==> config.mk <==
export PLATFORM = sky130hd
export DESIGN_NAME = i2s_mic_rx_flat
export DESIGN_NICKNAME = d
export VERILOG_FILES = /design/src/rtl/i2s_mic_rx_pkg.sv /design/src/rtl/i2s_mic_rx_if.sv /design/src/rtl/i2s_mic_rx_clkgen.sv /design/src/rtl/i2s_mic_rx.sv /design/src/flat_wrapper.sv
export SDC_FILE = /design/constraint.sdc
export NUM_CORES = 1
export LEC_CHECK = 0
export BUFFER_PORTS_ARGS = -buffer_cell sky130_fd_sc_hd__buf_2
export CAP_MARGIN = 40
export CORE_MARGIN = 2
export CORE_UTILIZATION = 48
export DETAILED_ROUTE_END_ITERATION = 10
export HOLD_SLACK_MARGIN = 0.08
export PLACE_DENSITY = 0.76
export SYNTH_ARGS = -nofsm -noshare
export SYNTH_HDL_FRONTEND = slang
export SYNTH_SLANG_ARGS = --single-unit
export TNS_END_PERCENT = 50
==> constraint.sdc <==
create_clock -name clk_in -period 5.7 [get_ports clk_in]
set_input_delay 0.57 -clock clk_in [delete_from_list [all_inputs] [get_ports clk_in]]
set_output_delay 0.57 -clock clk_in [all_outputs]
set_load 0.01 [all_outputs]
==> src/rtl/i2s_mic_rx_pkg.sv <==
// Shared constants for the I2S microphone receiver slice.
package constants;

  localparam int SYNTH_WIDTH = 16;

  typedef enum logic {
    LEFT  = 1'b0,
    RIGHT = 1'b1
  } i2s_slot_t;

endpackage

==> src/rtl/i2s_mic_rx_if.sv <==
// Sample stream from the I2S receiver to its consumer (valid/ready plus overrun flag).
interface i2s_mic_rx_if #(
  parameter int OUT_WIDTH = constants::SYNTH_WIDTH
);
  logic signed [OUT_WIDTH-1:0] sample_out;
  logic                        channel_out;
  logic                        valid_out;
  logic                        ready_in;
  logic                        overrun_out;

  modport master (output sample_out, channel_out, valid_out, overrun_out, input ready_in);
  modport slave  (input sample_out, channel_out, valid_out, overrun_out, output ready_in);
endinterface

==> src/rtl/i2s_mic_rx_clkgen.sv <==
// Bit-clock divider: free-running counter, registered bclk and single-cycle rise/fall strobes.
module i2s_clkgen #(
  parameter int BCLK_DIV = 32
) (
  input  logic clk_in,
  input  logic rst_in,
  input  logic enable_in,
  output logic bclk_out,
  output logic rise_stb,
  output logic fall_stb
);
  localparam int HALF = BCLK_DIV / 2;
  localparam int CW   = $clog2(BCLK_DIV);

  logic [CW-1:0] cnt_reg;
  logic [CW-1:0] cnt_next;

  always_comb begin
    cnt_next = cnt_reg + CW'(1);
    if (cnt_reg == CW'(BCLK_DIV - 1) || !enable_in) begin
      cnt_next = '0;
    end
  end

  // Strobes mark the last cycle before the bclk pin changes level.
  assign rise_stb = enable_in && (cnt_reg == CW'(HALF - 1));
  assign fall_stb = enable_in && (cnt_reg == CW'(BCLK_DIV - 1));

  always_ff @(posedge clk_in or posedge rst_in) begin
    if (rst_in) begin
      cnt_reg  <= '0;
      bclk_out <= 1'b0;
    end else begin
      cnt_reg  <= cnt_next;
      bclk_out <= (cnt_next >= CW'(HALF));
    end
  end
endmodule

==> src/rtl/i2s_mic_rx.sv <==
// I2S microphone receiver: drives bclk/ws, captures MSB-first words one bit after ws change,
// and presents them on a valid/ready stream with a sticky overrun flag.
module i2s_mic_rx
  import constants::*;
#(
  parameter int BCLK_DIV  = 32,
  parameter int SLOT_BITS = 32,
  parameter int MIC_WIDTH = 24,
  parameter int OUT_WIDTH = SYNTH_WIDTH,
  parameter int NUM_CH    = 2,
  parameter int CH_SEL    = 0
) (
  input  logic clk_in,
  input  logic rst_in,
  input  logic enable_in,
  input  logic data_in,
  output logic bclk_out,
  output logic ws_out,
  i2s_mic_rx_if.master out_if
);
  localparam int BW = $clog2(2 * SLOT_BITS);
  localparam logic [BW-1:0] BIDX_LAST = BW'(2 * SLOT_BITS - 1);

  logic                           rise_stb, fall_stb;
  logic [BW-1:0]                  bidx_reg, bidx_next;
  logic                           ws_reg, ws_next;
  logic [MIC_WIDTH-1:0]           shift_reg, shift_next;
  logic [OUT_WIDTH-1:0]           sample_reg, sample_next;
  logic                           channel_reg, channel_next;
  logic                           valid_reg, valid_next;
  logic                           overrun_reg, overrun_next;
  logic [BW-1:0]                  slot_pos;
  i2s_slot_t                      slot;
  logic                           capture, word_done;
  logic [MIC_WIDTH-1:0]           word;
  logic [MIC_WIDTH+OUT_WIDTH-1:0] word_ext;

  i2s_clkgen #(.BCLK_DIV(BCLK_DIV)) u_clkgen (
    .clk_in    (clk_in),
    .rst_in    (rst_in),
    .enable_in (enable_in),
    .bclk_out  (bclk_out),
    .rise_stb  (rise_stb),
    .fall_stb  (fall_stb)
  );

  assign slot     = ws_reg ? RIGHT : LEFT;
  assign slot_pos = ws_reg ? (bidx_reg - BW'(SLOT_BITS)) : bidx_reg;
  assign capture  = rise_stb
                 && (NUM_CH == 2 || slot == i2s_slot_t'(1'(CH_SEL)))
                 && (slot_pos >= BW'(1)) && (slot_pos <= BW'(MIC_WIDTH));
  assign word_done = capture && (slot_pos == BW'(MIC_WIDTH));
  assign word      = MIC_WIDTH'({shift_reg, data_in});
  // One shift covers both truncation and zero-fill alignment.
  assign word_ext  = {word, {OUT_WIDTH{1'b0}}};

  always_comb begin
    bidx_next    = bidx_reg;
    shift_next   = shift_reg;
    sample_next  = sample_reg;
    channel_next = channel_reg;
    valid_next   = valid_reg;
    overrun_next = overrun_reg;
    if (fall_stb) begin
      bidx_next = (bidx_reg == BIDX_LAST) ? '0 : bidx_reg + BW'(1);
    end
    ws_next = (bidx_next >= BW'(SLOT_BITS));
    if (capture) begin
      shift_next = word;
    end
    if (valid_reg && out_if.ready_in) begin
      valid_next = 1'b0;
    end
    if (word_done) begin
      sample_next  = OUT_WIDTH'(word_ext >> MIC_WIDTH);
      channel_next = 1'(slot);
      valid_next   = 1'b1;
      if (valid_reg && !out_if.ready_in) begin
        overrun_next = 1'b1;
      end
    end
    if (!enable_in) begin
      bidx_next    = BIDX_LAST;
      ws_next      = 1'b1;
      shift_next   = '0;
      valid_next   = 1'b0;
      overrun_next = 1'b0;
    end
  end

  always_ff @(posedge clk_in or posedge rst_in) begin
    if (rst_in) begin
      bidx_reg    <= BIDX_LAST;
      ws_reg      <= 1'b1;
      shift_reg   <= '0;
      sample_reg  <= '0;
      channel_reg <= 1'b0;
      valid_reg   <= 1'b0;
      overrun_reg <= 1'b0;
    end else begin
      bidx_reg    <= bidx_next;
      ws_reg      <= ws_next;
      shift_reg   <= shift_next;
      sample_reg  <= sample_next;
      channel_reg <= channel_next;
      valid_reg   <= valid_next;
      overrun_reg <= overrun_next;
    end
  end

  assign ws_out             = ws_reg;
  assign out_if.sample_out  = sample_reg;
  assign out_if.channel_out = channel_reg;
  assign out_if.valid_out   = valid_reg;
  assign out_if.overrun_out = overrun_reg;
endmodule

==> src/flat_wrapper.sv <==
// flat-port wrapper written by rule: the top's interface ports become plain ports
module i2s_mic_rx_flat import constants::*;
#(
  parameter int BCLK_DIV  = 32,
  parameter int SLOT_BITS = 32,
  parameter int MIC_WIDTH = 24,
  parameter int OUT_WIDTH = SYNTH_WIDTH,
  parameter int NUM_CH    = 2,
  parameter int CH_SEL    = 0
)
  (clk_in, rst_in, enable_in, data_in, bclk_out, ws_out, out_if_sample_out, out_if_channel_out, out_if_valid_out, out_if_overrun_out, out_if_ready_in);
  i2s_mic_rx_if #(.OUT_WIDTH(OUT_WIDTH)) out_if_i ();
  input  logic clk_in;
  input  logic rst_in;
  input  logic enable_in;
  input  logic data_in;
  output logic bclk_out;
  output logic ws_out;
  output wire logic [$bits(out_if_i.sample_out)-1:0] out_if_sample_out;
  output wire logic [$bits(out_if_i.channel_out)-1:0] out_if_channel_out;
  output wire logic [$bits(out_if_i.valid_out)-1:0] out_if_valid_out;
  output wire logic [$bits(out_if_i.overrun_out)-1:0] out_if_overrun_out;
  input wire logic [$bits(out_if_i.ready_in)-1:0] out_if_ready_in;
  assign out_if_sample_out = out_if_i.sample_out;
  assign out_if_channel_out = out_if_i.channel_out;
  assign out_if_valid_out = out_if_i.valid_out;
  assign out_if_overrun_out = out_if_i.overrun_out;
  assign out_if_i.ready_in = out_if_ready_in;
  i2s_mic_rx #(.BCLK_DIV(BCLK_DIV), .SLOT_BITS(SLOT_BITS), .MIC_WIDTH(MIC_WIDTH), .OUT_WIDTH(OUT_WIDTH), .NUM_CH(NUM_CH), .CH_SEL(CH_SEL)) u_core (.clk_in(clk_in), .rst_in(rst_in), .enable_in(enable_in), .data_in(data_in), .bclk_out(bclk_out), .ws_out(ws_out), .out_if(out_if_i));
endmodule
==> flow_metrics.py, run 1 <==
metrics = {
    "status": {
        "outcome": "finished clean",
    },
    "sta": {
        "drv_slew": 0,
        "setup_ws_ps": 3460,
        "relSlewSlack_pct": 59.8,
        "min_period_ps": 2240,
        "rsz0062_at_grt": "no",
        "tightest_slew_ps": 603,
        "fmaxAchievable_mhz": 446,
        "setup_viol": 0,
        "hold_viol": 0,
        "clock_skew_ps": 6.08,
        "finalSetupTns_ps": 0,
        "period_share_pct": 39.4,
    },
    "synthesis": {
        "synth_cell_types": 30,
        "syn_nets": 195,
        "synth-compound-area-share_pct": 4.08,
        "netlist_top_cells_area": "dfrtp_1, mux2i_1, dfstp_2",
        "synth_area_mm2": 0.00236,
        "yosysMostFrequentCell": "dfrtp_1",
        "synthXorXnorAreaFrac_pct": 1.85,
        "yosys-top-cells-count": "dfrtp_1, nand2_1, mux2i_1",
        "yosys.area.top_type_share_pct": 49.8,
        "yosys_register_bits": 54,
        "muxShareOfSynthArea_pct": 19.3,
        "syn-mean-instance-area_um2": 12.9,
        "synth_top_flop_cell": "dfrtp_1",
        "synth_top_cell_by_area": "dfrtp_1",
        "seq_area_frac_synth_pct": 57.6,
        "ys_async_sr_fraction_pct": 100,
        "syn_inst": 183,
        "synth_edf_count": 0,
        "synth_top_family_by_area": "multiplexers",
        "synthAdderAreaFrac_pct": 3.71,
        "yosysWarningCount": 0,
        "yosys.area_share.simple_pct": 9.17,
    },
    "power": {
        "finalPower_uw": 665,
        "ir_drop_uv": 188,
        "p_seq_share_pct": 58.1,
        "p_leak_uw": 0.00129,
        "powerDensity_mw_per_mm2": 251,
        "p_comb_share_pct": 2.7,
        "clkPwrFrac_pct": 39.2,
        "p_sw_uw": 135,
        "swShare_pct": 20.3,
        "p_int_uw": 530,
    },
    "drt": {
        "wl_met2_um": 1740,
        "dr_wl_met3_um": 125,
        "drc_errors": 0,
        "met1_length_um": 1680,
        "drt-wirelength-per-cell_um": 13.1,
        "drt-total-wl_um": 3610,
        "postRouteAntennaNets": 0,
        "dr.pass1.iters": 4,
        "vias": 1384,
        "dr.max_layer_used": "met4",
        "vias_per_cell": 5.01,
        "drtIter0Drc": 115,
    },
    "clocking": {
        "clk_pin_slew_ps": 90,
        "htreeDepth": 2,
        "cts_tree": "yes",
        "numCtsBuffers": 5,
        "postCtsSetupRepairBufs": 0,
        "ctsRootBufferMaster": "clkbuf_8",
        "clkSinkCount": 54,
        "ctsResizeCount": 0,
        "ctsHoldBuffers": 0,
        "clk_path_buf_depth": 2,
        "clock_latency_ps": 310,
    },
    "global_routing": {
        "overflow": 0,
        "grt_use_total_pct": 15.5,
        "grt_max_degree": 42,
        "grt_pass1_wl_um": 6340,
        "grt_pass1_vias": 1403,
        "antenna_found_initial": 0,
    },
    "placement": {
        "place_area_mm2": 0.00254,
        "dp_hpwl_um": 2480,
        "place_congestion": 0.777,
        "pre_cts_ws_ps": 3250,
        "port_buffers": 25,
    },
    "finish": {
        "drive_gt1_share_pct": 30.1,
        "nets": 221,
        "antenna_cells": 0,
        "stdcell_area_mm2": 0.00265,
        "largest_register_ff_count": 23,
        "syn_to_final_growth_pct": 12.2,
    },
    "setup_path": {
        "path_class": "reg2reg",
        "r2r-start": "u_core.u_clkgen.cnt_reg[0]",
        "cp-startpoint": "u_core.u_clkgen.cnt_reg[0]",
        "start_kind": "register",
        "end_kind": "register",
        "worst-path-max-fanout": 13,
        "cp_data_required_time_ps": 5900,
        "crit_arrival_ps": 2440,
    },
    "die": {
        "core-area_mm2": 0.00472,
        "num_io_pins": 26,
        "die_area_mm2": 0.00550,
        "rows": 25,
        "die_w_um": 74.1,
        "initial_core_util_pct": 50.0,
        "dieHeight_um": 74.1,
    },
    "worst_hold_path": {
        "hold_path_class": "in2async",
    },
    "job": {
        "max-cap-violations": 0,
    },
}
-- cell type report --
cell class / count / area, µm²
Clock buffer: 6 / 82.6
Fill cell: 416 / 2070
Tap cell: 67 / 83.8
Inverter: 7 / 26.3
Timing Repair Buffer: 28 / 168
Clock inverter: 1 / 30.0
Sequential cell: 54 / 1360
Multi-Input combinational cell: 113 / 900
-- through the flow --
step / util, % / hold WS, ps / cells
2_1_floorplan: - / 433 / 183
3_3_place_gp: 53.0 / 453 / 267
3_5_place_dp: 53.7 / 464 / 269
4_1_cts: 56.1 / 198 / 276
5_1_grt: 56.1 / 219 / 276
6_report: 56.1 / 198 / 276
-- logic make-up after synthesis --
group	after synthesis
DFF	54
and+or+nand+nor	49
muxes	40
buffers and inverters	16
AOI/OAI and AO/OA	12
adders and majority gates	7
xor gates and xnor gates	5
-- routing by layer --
layer / global-route usage [%] / vias to the layer above
met1: 19.7 / 677
met5: 0 / -
met2: 24.3 / 22
met3: 4.47 / 5
li1: - / 680
met4: 7.68 / 0
-- path summary, 6_finish.rpt --
path / endpoint / slack (ps) / cells after the start
worst max register to register: u_core.out_if.sample_out[13] / 3460 / 7
max in group asynchronous: u_core.shift_reg[2] / 5010 / 3
min in group clk_in: u_core.u_clkgen.cnt_reg[0] / 470 / 1
worst min-delay path: u_core.out_if.overrun_out / 200 / 2
worst min register to register: u_core.u_clkgen.cnt_reg[0] / 470 / 1
worst max-delay path: u_core.out_if.sample_out[13] / 3460 / 7
-- power groups by stage --
stage / combinational, µW / clock [µW] / sequential, µW
finish: 18.1 / 261 / 386
global route: 22.0 / 283 / 386
CTS: 19.0 / 268 / 386
detailed placement: 18.9 / 0 / 393
global placement: 16.9 / 0 / 393
floorplan: 12.8 / 0 / 393
-- worst max-delay path: stages (launching register included) --
cell and delay (ps):
dfrtp_1 380, ha_1 180, and3_1 190, ha_1 180, nand2_1 50, and4bb_1 580, buf_8 230, mux2_2 340
-- cell usage in the layout (no fill, tap or decap), drive strengths merged, types with 2 or more instances in the layout --
| cell | netlist | layout |
|---|---|---|
| xnor2 | 2 | 2 |
| nor2 | 5 | 5 |
| xor2 | 3 | 3 |
| dfrtp | 47 | 47 |
| inv | 7 | 7 |
| clkbuf | 3 | 6 |
| mux2i | 23 | 23 |
| nand3 | 3 | 3 |
| dfstp | 7 | 7 |
| buf | 6 | 28 |
| o311ai | 2 | 2 |
| mux2 | 17 | 17 |
| nand2 | 32 | 32 |
| nand4 | 2 | 2 |
| o211ai | 5 | 5 |
| ha | 7 | 7 |
| nor2b | 2 | 2 |
Power figures use the tool's default switching activity.
==> inputs of run 2 (changes only) <==
--- a/config.mk
+++ b/config.mk
@@ -5,6 +5,7 @@
 export SDC_FILE = /design/constraint.sdc
 export NUM_CORES = 1
 export LEC_CHECK = 0
+export ABC_AREA = 1
 export BUFFER_PORTS_ARGS = -buffer_cell sky130_fd_sc_hd__buf_2
 export CAP_MARGIN = 40
 export CORE_MARGIN = 2
==> constraint.sdc (replaced) <==
create_clock -name clk_in -period 2.15 [get_ports clk_in]
set_input_delay 0.215 -clock clk_in [delete_from_list [all_inputs] [get_ports clk_in]]
set_output_delay 0.215 -clock clk_in [all_outputs]
set_load 0.01 [all_outputs]
==> run 2 against run 1 <==
Compared with the run above: highest routed layer unchanged; wire length up 17%; largest cell class unchanged; total power rose to 2.7 times the previous value; global-route usage up 0.066 points; via count is 32% higher; worst setup slack worse by 3300 ps; maximum frequency grew 15%; synthesized cell count increased by 61%; clock skew rose by 3.5 ps; register-to-register slack worse by 3300 ps; non-clock buffer count up 2; first-iteration DRC count up 34%.
==> flow_metrics.py, run 2 <==
metrics = {
    "status": {
        "outcome": "finished clean",
    },
    "sta": {
        "relSlewSlack_pct": 62.4,
        "min_period_ps": 1960,
        "setup_ws_ps": 191,
        "drv_slew": 0,
        "hold_viol": 0,
        "clock_skew_ps": 9.59,
        "tightest_slew_ps": 564,
        "setup_viol": 0,
        "fmaxAchievable_mhz": 511,
        "period_share_pct": 91.1,
    },
    "drt": {
        "drt-wirelength-per-cell_um": 10.8,
        "vias": 1833,
        "drc_errors": 0,
        "drt-total-wl_um": 4230,
        "postRouteAntennaNets": 0,
        "vias_per_cell": 4.66,
        "drtIter0Drc": 154,
        "dr.pass1.iters": 4,
    },
    "die": {
        "num_io_pins": 26,
        "initial_core_util_pct": 50.6,
        "dieHeight_um": 77.9,
        "core-area_mm2": 0.00517,
        "rows": 26,
        "die_w_um": 77.9,
        "die_area_mm2": 0.00606,
    },
    "job": {
        "max-cap-violations": 0,
    },
    "setup_path": {
        "start_kind": "register",
        "path_class": "reg2reg",
        "cp-startpoint": "u_core.u_clkgen.cnt_reg[0]",
        "reg2reg_slack_ps": 190,
        "ff2ff_path_depth": 9,
        "worst-path-max-fanout": 22,
        "r2r-start": "u_core.u_clkgen.cnt_reg[0]",
        "crit_arrival_ps": 2150,
        "r2r_end": "u_core.shift_reg[17]",
        "end_kind": "register",
        "cp_data_required_time_ps": 2350,
        "critPathCapture": "u_core.shift_reg[17]",
    },
    "finish": {
        "final_util_pct": 56.6,
        "fin_cells": 393,
        "stdcell_area_mm2": 0.00293,
        "final_common_cell": "nand2_1",
        "antenna_cells": 0,
        "largest_register_ff_count": 23,
        "syn_to_final_growth_pct": 11.8,
        "drive_gt1_share_pct": 26.3,
        "nets": 334,
        "fillCellCount": 475,
        "final_cell_mix": "nand2_1, inv_1, dfrtp_1",
    },
    "placement": {
        "pre_cts_ws_ps": 142,
        "dp.cells": 383,
        "place_area_mm2": 0.00279,
        "dp_hpwl_um": 2880,
        "port_buffers": 25,
        "place_congestion": 0.798,
    },
    "global_routing": {
        "grt_use_total_pct": 15.5,
        "antenna_found_initial": 0,
        "overflow": 0,
        "grt_pass1_wl_um": 7520,
        "grt_pass1_vias": 1697,
        "grt_max_degree": 45,
    },
    "clocking": {
        "postCtsSetupRepairBufs": 0,
        "clock_latency_ps": 320,
        "cts_tree": "yes",
        "ctsRootBufferMaster": "clkbuf_8",
        "clk_path_buf_depth": 2,
        "htreeDepth": 2,
        "clk_pin_slew_ps": 100,
        "numCtsBuffers": 5,
        "clkSinkCount": 54,
    },
    "worst_hold_path": {
        "hp-start": "data_in",
        "whs_path_depth": 3,
        "hold_path_class": "in2reg",
    },
    "synthesis": {
        "yosys_register_bits": 54,
        "yosys.area_share.simple_pct": 22.5,
        "synth_top_flop_cell": "dfrtp_1",
        "yosysWarningCount": 0,
        "netlist_top_cells_area": "dfrtp_1, nand2_1, inv_1",
        "yosys-top-cells-count": "nand2_1, inv_1, dfrtp_1",
        "yosysMostFrequentCell": "nand2_1",
        "synth-compound-area-share_pct": 10.8,
        "yosys.area.top_type_share_pct": 44.9,
        "synth_top_cell_by_area": "dfrtp_1",
        "synth_cell_types": 28,
        "synthXorXnorAreaFrac_pct": 0.334,
        "synth_edf_count": 0,
        "synthAdderAreaFrac_pct": 3.34,
        "ys_async_sr_fraction_pct": 100,
        "syn_inst": 295,
        "synth_area_mm2": 0.00262,
        "synth_top_family_by_area": "simple AND/OR/NAND/NOR gates",
        "syn-mean-instance-area_um2": 8.88,
        "syn_nets": 307,
        "muxShareOfSynthArea_pct": 0,
        "seq_area_frac_synth_pct": 51.9,
    },
    "power": {
        "powerDensity_mw_per_mm2": 605,
        "p_leak_uw": 0.00159,
        "finalPower_uw": 1770,
        "ir_drop_uv": 296,
    },
}
## run 2: cell type report
cell class	count	area, µm²	area share (%)
clock buffers	5	68.8	2.35
clock inverters	3	47.5	1.62
inverters	54	203	6.93
multi-input cells	177	982	33.6
flip-flops and latches	54	1360	46.5
well taps	70	87.6	2.99
repair buffers	30	178	6.07
## run 2: cells by family (layout without fill, tap and decap cells)
| group | count (synthesis) | after routing |
|---|---|---|
| AOI/OAI and AO/OA | 43 | 43 |
| xor gates and xnor gates | 1 | 1 |
| and+or+nand+nor | 125 | 126 |
| adders and majority gates | 7 | 7 |
| buffers and inverters | 65 | 92 |
| DFF | 54 | 54 |
## run 2: routing by layer
metal | vias up | wire [µm] | global-route usage, % | share of wire (%)
met4 | 0 | 68 | 5.89 | 1.6
met2 | 34 | 2010 | 24.9 | 48
met1 | 835 | 1960 | 19.9 | 46
li1 | 958 | - | - | -
met3 | 6 | 195 | 4.42 | 4.6
met5 | - | 0 | 0 | 0
## run 2: worst max-delay path, stage by stage, from the launching register on
cell and delay [ps]:
dfrtp_1 380, ha_1 180, nand2_1 70, nor2_1 130
ha_1 160, nand2_1 60, inv_2 150, nand4_2 430
nand2_1 200, o21ai_1 90
## run 2: what timing repair did
item,in CTS,in global routing
hold buffers,1,0
hold endpoints to repair,19,0
gates resized for setup,0,0
setup endpoints to repair,0,23
## run 2: how the worst min path moves through the flow
stage,end,slack [ps]
floorplan,u_core.shift_reg[0],360
global placement,u_core.u_clkgen.cnt_reg[1],310
detailed placement,u_core.u_clkgen.cnt_reg[0],320
CTS,u_core.shift_reg[0],140
global route,u_core.shift_reg[0],130
finish,u_core.shift_reg[0],140
## run 2: per-stage QoR
step                setup TNS, ps  hold slack (ps)
floorplan                       0              359
global placement                0              310
detailed placement              0              316
CTS                             0              139
global route                -54.8              133
finish                          0              145
## run 2: power breakdown
group          switching, µW  internal [µW]
clock                    344            355
sequential              2.94           1020
combinational           35.8           12.5
total                    382           1390
==> inputs of run 3 (changes only) <==
--- a/config.mk
+++ b/config.mk
@@ -11,6 +11,7 @@
 export CORE_MARGIN = 2
 export CORE_UTILIZATION = 48
 export DETAILED_ROUTE_END_ITERATION = 10
+export GPL_TIMING_DRIVEN = 0
 export HOLD_SLACK_MARGIN = 0.08
 export PLACE_DENSITY = 0.76
 export SYNTH_ARGS = -nofsm -noshare
==> run 3 against run 2 <==
Compared with the run above: final cell count up 1.5%; hold slack improved by 6.6 ps; combinational power up 6.6%; core utilization up 0.85 points; clock power shrank 3%; first-iteration DRC count shrank 24%; cell area rose by 1.5%; via count rose by 3.0%; non-clock buffer count rose by 7; highest routed layer unchanged.
==> flow_metrics.py, run 3 (same netlist as run 2, synthesis figures left out) <==
metrics = {
    "global_routing": {
        "grt_pass1_wl_um": 8740,
        "overflow": 0,
        "grt_pass1_vias": 1931,
        "grt_max_degree": 30,
        "grt_use_total_pct": 18.2,
        "antenna_found_initial": 0,
    },
    "placement": {
        "place_congestion": 0.779,
        "place_area_mm2": 0.00285,
        "dp.cells": 390,
        "dp_hpwl_um": 3390,
        "port_buffers": 24,
    },
    "finish": {
        "largest_register_ff_count": 23,
        "syn_to_final_growth_pct": 13.4,
        "nets": 340,
        "final_util_pct": 57.4,
        "stdcell_area_mm2": 0.00297,
        "antenna_cells": 0,
        "final_cell_mix": "nand2_1, inv_1, dfrtp_1",
        "final_common_cell": "nand2_1",
        "fin_cells": 399,
        "drive_gt1_share_pct": 27.4,
    },
    "drt": {
        "drtIter0Drc": 117,
        "postRouteAntennaNets": 0,
        "drt-wirelength-per-cell_um": 12.0,
        "drc_errors": 0,
        "dr.pass1.iters": 4,
        "drt-total-wl_um": 4780,
        "vias": 1888,
        "vias_per_cell": 4.73,
    },
    "power": {
        "p_leak_uw": 0.00161,
        "powerDensity_mw_per_mm2": 591,
        "ir_drop_uv": 301,
    },
    "sta": {
        "hold_ws_ps": 151,
        "setup_viol": 0,
        "period_share_pct": 81.0,
        "drv_slew": 0,
        "relSlewSlack_pct": 56.2,
        "min_period_ps": 1740,
        "fmaxAchievable_mhz": 574,
        "rsz0062_at_grt": "no",
        "clock_skew_ps": 9.06,
        "hold_viol": 0,
        "tightest_slew_ps": 656,
    },
    "clocking": {
        "cts_tree": "yes",
        "clk_path_buf_depth": 2,
        "htreeDepth": 2,
        "clkSinkCount": 54,
        "clock_latency_ps": 310,
        "numCtsBuffers": 5,
        "clk_pin_slew_ps": 100,
        "ctsRootBufferMaster": "clkbuf_8",
        "ctsResizeCount": 0,
    },
    "setup_path": {
        "start_kind": "register",
        "crit_arrival_ps": 1960,
        "r2r-start": "u_core.u_clkgen.cnt_reg[0]",
        "worst-path-max-fanout": 10,
        "r2r_end": "u_core.out_if.sample_out[7]",
        "cp-startpoint": "u_core.u_clkgen.cnt_reg[0]",
        "reg2reg_slack_ps": 410,
        "path_class": "reg2reg",
        "ff2ff_path_depth": 10,
        "end_kind": "register",
        "cp_data_required_time_ps": 2360,
        "critPathCapture": "u_core.out_if.sample_out[7]",
    },
    "die": {
        "initial_core_util_pct": 50.6,
        "die_w_um": 77.9,
        "rows": 26,
        "num_io_pins": 26,
        "dieHeight_um": 77.9,
        "die_area_mm2": 0.00606,
        "core-area_mm2": 0.00517,
    },
    "job": {
        "max-cap-violations": 0,
    },
    "worst_hold_path": {
        "hold_path_class": "in2reg",
    },
    "status": {
        "outcome": "finished clean",
    },
}
run 3: cell count changes in the layout (fill, tap and decap cells not counted):
| cell | change |
|---|---|
| buf_2 | +2 |
| buf_6 | +4 |
| clkbuf_1 | +1 |
| clkinvlp_4 | +2 |
| inv_6 | -2 |
| nand4_2 | -1 |
run 3: worst max-delay path, cell delays in order, from the launching register on:
cell and delay (ps):
dfrtp_1 380, ha_1 170, nand2_1 60, nor2_1 130, ha_1 170, nand2_1 60, inv_2 120, nand4_4 210
buf_6 220, nand2_2 70, o21ai_2 50
run 3: per-stage QoR:
| step | TNS, ps | total power [µW] | setup slack [ps] |
|---|---|---|---|
| CTS | 0 | 1780 | 396 |
| global placement | -2280 | 1090 | -50.7 |
| floorplan | 0 | 1070 | 588 |
| finish | 0 | 1750 | 409 |
| detailed placement | 0 | 1090 | 397 |
| global route | 0 | 1830 | 185 |
run 3: repair_timing:
item | in CTS | in global routing
endpoints found under the hold margin | 24 | 0
hold buffers | 1 | 0
setup buffers | 0 | 0
run 3: layout make-up:
class | instances | area (µm²)
Clock inverter | 3 | 45.0
Inverter | 54 | 203
Clock buffer | 5 | 68.8
Timing Repair Buffer | 26 | 150
Sequential cell | 54 | 1360
Multi-Input combinational cell | 176 | 970
Tap cell | 70 | 87.6
Fill cell | 449 | 2200
Buffer | 11 | 86.3
run 3: per-layer routing:
layer	up-vias	track usage [%]	part of all wire, %
met5	-	0	0
met4	0	7.14	2.1
met3	8	3.60	2.8
met2	30	29.2	47
met1	887	24.4	48
li1	963	-	-
run 3: worst min path at each step:
stage,from,to,slack [ps],cells after the start
global route,data_in,u_core.shift_reg[0],160,3
CTS,data_in,u_core.shift_reg[0],150,3
floorplan,data_in,u_core.shift_reg[0],360,2
detailed placement,rst_in,u_core.shift_reg[0],350,2
global placement,u_core.u_clkgen.cnt_reg[0],u_core.u_clkgen.cnt_reg[0],450,1
finish,data_in,u_core.shift_reg[0],150,3
run 3: report_power, final:
group          internal (µW)  switching, µW
combinational           14.0           37.4
sequential              1020           2.98
clock                    347            334
total                   1380            374
